**src/rtl/interrupt_pkg.sv**
```systemverilog
`default_nettype none
// ============================================================================
// interrupt_pkg
// Shared FSM state encoding and default instruction encodings used by the
// interrupt injector and the decode stage.
// Revision: 1.0
// ============================================================================
package interrupt_pkg;

    typedef enum logic [2:0] {
        IDLE     = 3'd0,
        WAIT_IMM = 3'd1,
        BUBBLE   = 3'd2,
        INT1     = 3'd3,
        INT2     = 3'd4
    } irq_state_t;

    localparam logic [2:0]  c_IMM_FUNC    = 3'b100;
    localparam logic [15:0] c_NOP_INSTR   = 16'h07F8;
    localparam logic [15:0] c_INT_WORD1   = 16'hF480;
    localparam logic [15:0] c_INT_VEC_BASE = 16'h0000;

    // Index width for a request vector of n lines, never less than one bit.
    function automatic int idx_width(input int n);
        return (n > 1) ? $clog2(n) : 1;
    endfunction

endpackage : interrupt_pkg
`default_nettype wire

```
**src/rtl/irq_priority_arbiter.sv**
```systemverilog
`default_nettype none
// ============================================================================
// irq_priority_arbiter
// Combinational fixed-priority pick: the lowest set index wins.
// Revision: 1.0
// ============================================================================
module irq_priority_arbiter
    import interrupt_pkg::*;
#(
    parameter int NUM_IRQ = 4,
    parameter int IDX_W   = idx_width(NUM_IRQ)
) (
    input  logic [NUM_IRQ-1:0] i_req,
    output logic               o_any,
    output logic [IDX_W-1:0]   o_idx
);

    // Scan from the top down so the last assignment is the lowest index.
    always_comb begin
        o_any = |i_req;
        o_idx = '0;
        for (int i = NUM_IRQ - 1; i >= 0; i--) begin
            if (i_req[i]) begin
                o_idx = IDX_W'(i);
            end
        end
    end

endmodule : irq_priority_arbiter
`default_nettype wire

```
**src/rtl/interrupt_injector.sv**
```systemverilog
`default_nettype none
// ============================================================================
// interrupt_injector
// Captures interrupt edges, arbitrates by fixed priority and overrides fetch
// with bubbles followed by a two-word interrupt instruction.
// Revision: 1.0
// ============================================================================
module interrupt_injector
    import interrupt_pkg::*;
#(
    parameter int                 INSTR_W      = 16,
    parameter int                 NUM_IRQ      = 4,
    parameter int                 STALL_CYCLES = 1,
    parameter logic [2:0]         IMM_FUNC     = c_IMM_FUNC,
    parameter logic [INSTR_W-1:0] NOP_INSTR    = c_NOP_INSTR,
    parameter logic [INSTR_W-1:0] INT_WORD1    = c_INT_WORD1,
    parameter logic [INSTR_W-1:0] INT_VEC_BASE = c_INT_VEC_BASE
) (
    input  logic               clk,
    input  logic               rst_n,
    input  logic [NUM_IRQ-1:0] i_irq_req,
    input  logic [NUM_IRQ-1:0] i_irq_mask,
    input  logic [2:0]         i_func_bits,
    output logic               o_inject_valid,
    output logic [INSTR_W-1:0] o_inject_instr,
    output logic               o_pc_hold,
    output logic [NUM_IRQ-1:0] o_irq_ack,
    output logic               o_busy
);

    localparam int                 c_IDX_W    = idx_width(NUM_IRQ);
    localparam logic [2:0]         c_CNT_INIT = 3'(STALL_CYCLES - 1);
    localparam logic [NUM_IRQ-1:0] c_ONE      = NUM_IRQ'(1);

    logic [NUM_IRQ-1:0] r_req_d;
    logic [NUM_IRQ-1:0] r_pend;
    logic [NUM_IRQ-1:0] w_edge;
    logic [NUM_IRQ-1:0] w_elig;
    logic               w_any;
    logic [c_IDX_W-1:0] w_idx;

    irq_state_t         r_state;
    logic [2:0]         r_cnt;
    logic [c_IDX_W-1:0] r_cur_id;

    assign w_edge = i_irq_req & ~r_req_d;
    assign w_elig = r_pend & ~i_irq_mask;

    // A fresh edge in the ack cycle must survive the clear.
    always_ff @(posedge clk or negedge rst_n) begin
        if (!rst_n) begin
            r_req_d <= '0;
            r_pend  <= '0;
        end else begin
            r_req_d <= i_irq_req;
            r_pend  <= (r_pend & ~o_irq_ack) | w_edge;
        end
    end

    irq_priority_arbiter #(
        .NUM_IRQ (NUM_IRQ),
        .IDX_W   (c_IDX_W)
    ) u_arbiter (
        .i_req (w_elig),
        .o_any (w_any),
        .o_idx (w_idx)
    );

    always_ff @(posedge clk or negedge rst_n) begin
        if (!rst_n) begin
            r_state        <= IDLE;
            r_cnt          <= '0;
            r_cur_id       <= '0;
            o_inject_valid <= 1'b0;
            o_inject_instr <= NOP_INSTR;
            o_pc_hold      <= 1'b0;
            o_irq_ack      <= '0;
            o_busy         <= 1'b0;
        end else begin
            case (r_state)
                IDLE: begin
                    o_irq_ack <= '0;
                    if (w_any) begin
                        r_cur_id <= w_idx;
                        o_busy   <= 1'b1;
                        // Let the immediate word of a two-word instruction through first.
                        if (i_func_bits == IMM_FUNC) begin
                            r_state <= WAIT_IMM;
                        end else begin
                            r_state        <= BUBBLE;
                            r_cnt          <= c_CNT_INIT;
                            o_inject_valid <= 1'b1;
                            o_inject_instr <= NOP_INSTR;
                            o_pc_hold      <= 1'b1;
                        end
                    end
                end
                WAIT_IMM: begin
                    r_state        <= BUBBLE;
                    r_cnt          <= c_CNT_INIT;
                    o_inject_valid <= 1'b1;
                    o_inject_instr <= NOP_INSTR;
                    o_pc_hold      <= 1'b1;
                end
                BUBBLE: begin
                    if (r_cnt != 3'd0) begin
                        r_cnt <= r_cnt - 3'd1;
                    end else begin
                        r_state        <= INT1;
                        o_inject_instr <= INT_WORD1;
                    end
                end
                INT1: begin
                    r_state        <= INT2;
                    o_inject_instr <= INT_VEC_BASE | INSTR_W'(r_cur_id);
                    o_irq_ack      <= c_ONE << r_cur_id;
                end
                INT2: begin
                    r_state        <= IDLE;
                    o_inject_valid <= 1'b0;
                    o_inject_instr <= NOP_INSTR;
                    o_pc_hold      <= 1'b0;
                    o_irq_ack      <= '0;
                    o_busy         <= 1'b0;
                end
                default: begin
                    r_state        <= IDLE;
                    o_inject_valid <= 1'b0;
                    o_inject_instr <= NOP_INSTR;
                    o_pc_hold      <= 1'b0;
                    o_irq_ack      <= '0;
                    o_busy         <= 1'b0;
                end
            endcase
        end
    end

endmodule : interrupt_injector
`default_nettype wire
```
**config.mk**
```make
export PLATFORM = sky130hd
export DESIGN_NAME = interrupt_injector
export DESIGN_NICKNAME = d
export VERILOG_FILES = /design/src/rtl/interrupt_pkg.sv /design/src/rtl/irq_priority_arbiter.sv /design/src/rtl/interrupt_injector.sv
export SDC_FILE = /design/constraint.sdc
export NUM_CORES = 1
export LEC_CHECK = 0
export ABC_AREA = 1
export CAP_MARGIN = 25
export CORE_MARGIN = 5
export CORE_UTILIZATION = 50
export CTS_BUF_LIST = sky130_fd_sc_hd__clkbuf_16
export DETAILED_ROUTE_END_ITERATION = 8
export GPL_ROUTABILITY_DRIVEN = 0
export PLACE_DENSITY_LB_ADDON = 0.1
export SLEW_MARGIN = 20
export SYNTH_ARGS = -nofsm -noshare
export SYNTH_HDL_FRONTEND = slang
export SYNTH_SLANG_ARGS = --single-unit
```
**constraint.sdc**
```tcl
create_clock -name clk -period 3.2 [get_ports clk]
set_input_delay 0.48 -clock clk [delete_from_list [all_inputs] [get_ports clk]]
set_output_delay 0.48 -clock clk [all_outputs]
set_load 0.02 [all_outputs]
```
==> flow_summary.yaml <==
status:
  status: "completed"
floorplan:
  dieArea_um2: 3740
  die_h_um: 61.2
  coreArea_um2: 2500
  std_cell_rows: 18
  ios: 36
  start_util_pct: 52.4
  die_w_um: 61.2
critical_path:
  crit_buf_inv: 1
  cp-end-kind: "output pin"
  crit_type: "register to output pin"
  critPathMaxStageDelay_ps: 620
  crit_chain: "clkdlybuf4s50_1"
  arrival_ps: 1450
  slowest_stage: "clkdlybuf4s50_1"
  path_max_fanout: 7
  start_kind: "register"
  crit_family: "buffers and inverters"
  crit_required_ps: 2720
global_routing:
  met3_usage_pct: 3.98
  antenna_found_initial: 0
  first_global_vias: 992
  busiest_layer: "met2"
  grt_start_max_net_pins: 28
  use_met1_pct: 16.9
  grt_util_met2_pct: 25.7
  grt_remaining_overflow: 0
  track_usage_pct: 14.6
  grt_pass1_wl_mm: 4.12
worst_hold_path:
  hold_path_class: "register to register"
synth:
  ys_ff_latch: 27
  syn_avg_cell_area_um2: 8.51
  netlist_instances: 154
  synth_seq_area_share_pct: 51.8
  yosysUniqueCellTypes: 20
  syn-cell-area_um2: 1310
  ys_warn_count: 0
cts:
  cts_root_buf: "clkbuf_16"
  cts_resized: 0
  post_cts_buffers: 0
  clock-sinks: 27
  numCtsBuffers: 3
  insertion_delay_ps: 260
  cts_max_path_buffers: 2
  clk_pin_slew_ps: 60
  cts_tree: "yes"
  holdBufCountCts: 0
  htree_levels: 1
flow_run:
  cap_viol_max_count: 0
route:
  wl_mm: 2.42
  dr.pass1.iters: 4
  drt_iter0_markers: 16
  post_drt_wl_per_cell_um: 11.5
  vias: 1036
  post-route-drc-count: 0
  via_per_inst: 4.93
  ant_nets: 0
timing:
  fin_crit_ps: 1930
  hold_viol: 0
  fin_ws_ps: 1270
  min_period_over_period_pct: 60.4
  tns_ps: 0
  clock_skew_ps: 2.66
  grt_setup_unrepaired: "no"
  drv_slew: 0
  fmax_mhz: 517
  finalSetupViolCount: 0
pwr:
  peakVddDrop_v: 0.000799
  p_per_area_nw_per_um2: 1020
  leakagePower_uw: 0.000870
  p_total_uw: 1710
place:
  io_buffers: 33
  dp_hpwl_mm: 1.88
  place_ws_ps: 1240
finish:
  layout-area-overhead-vs-synth_pct: 27.2
  drive_above_1_share_pct: 6.67
  fillers: 206
  diodes: 0
  layout.nets: 196
-- cells by family (layout without fill, tap and decap cells) --
kind of cell               Yosys count  count (layout)  share of synthesized area, %
and+or+nand+nor                     69              69                          24.1
buffers and inverters               38              63                          14.9
DFF                                 27              27                          51.8
AOI/OAI and AO/OA                   17              17                          7.07
adders and majority gates            2               2                          1.91
other                                1               2                         0.286
-- state kept, by name, indices dropped and copies added, names as in the netlist --
| register | cells |
|---|---|
| o_inject_instr | 5 |
| o_irq_ack | 4 |
| r_pend | 4 |
| r_req_d | 4 |
| r_cnt | 3 |
| r_state | 3 |
| r_cur_id | 2 |
| o_busy | 1 |
| o_pc_hold | 1 |
-- synth_stat cells (all sizes together) --
cell / n / area share, %
nand4: 6 / 3.3
nand2: 49 / 14
ha: 2 / 1.9
inv: 25 / 7.2
nor2: 8 / 3.4
dfstp: 2 / 4.0
conb: 1 / 0.29
buf: 13 / 7.7
dfrtp: 25 / 48
a21oi: 4 / 1.5
nand3: 6 / 3.1
o22ai: 4 / 1.9
o21ai: 8 / 3.1
o31ai: 1 / 0.57
-- cell type report --
type,instances,area [um^2],share of cell area (%)
sequential,27,678,40.7
inverter,25,93.8,5.63
timing repair buffer,34,338,20.3
tap,30,37.5,2.25
clock buffer,3,75.1,4.50
multi-input combinational,90,440,26.4
clock inverter,1,3.75,0.225
-- path summary, 6_finish.rpt --
kind / end / cells past startpoint / slack (ps) / startpoint
worst max-delay path: o_inject_instr[5] / 1 / 1270 / o_inject_instr[9]$_DFFE_PN1P_
worst min-delay path: r_pend[0]$_DFF_PN0_ / 1 / 420 / r_req_d[0]$_DFF_PN0_
worst max register to register: o_inject_instr[1]$_DFFE_PN0P_ / 7 / 1740 / r_state[2]$_DFFE_PN0P_
worst min register to register: r_pend[0]$_DFF_PN0_ / 1 / 420 / r_req_d[0]$_DFF_PN0_
max in group asynchronous: o_inject_instr[10]$_DFFE_PN1P_ / 2 / 2310 / rst_n
min in group asynchronous: r_cnt[2]$_DFFE_PN0P_ / 2 / 590 / rst_n
-- power by group --
part           internal [uW]  switching [uW]  leakage [uW]
registers                473            94.8      0.000327
logic                    363             501      0.000500
clock network            167             108     0.0000423
-- through the flow --
stage / instance area [um^2] / util [%] / cells / hold slack, ps
finish: 1670 / 66.7 / 210 / 420
global route: 1670 / 66.7 / 210 / 451
CTS: 1670 / 66.7 / 210 / 427
detailed placement: 1590 / 63.5 / 206 / 418
global placement: 1590 / 63.5 / 206 / 407
floorplan: 1310 / - / 155 / 184
-- routing by layer --
metal | up-vias | part of all wire, %
met5 | - | 0
met4 | 0 | 0.50
li1 | 523 | -
met3 | 2 | 9.9
met1 | 467 | 39
met2 | 44 | 51
-- cell usage in the layout, fill, tap and decap left out --
cell	netlist	routed
a21oi_1	4	4
buf_4	12	1
clkbuf_16	0	3
clkdlybuf4s50_1	0	33
conb_1	1	2
dfrtp_1	25	25
dfstp_2	2	2
ha_1	2	2
inv_1	25	26
nand2_1	48	48
nand2_2	1	1
nand3_1	4	4
nand3_2	2	2
nand4_1	5	5
nand4_2	1	1
nor2_1	6	6
nor2_4	2	2
o21ai_0	5	5
o21ai_1	3	3
o22ai_1	4	4
o31ai_1	1	1
Power figures use the tool's default switching activity.
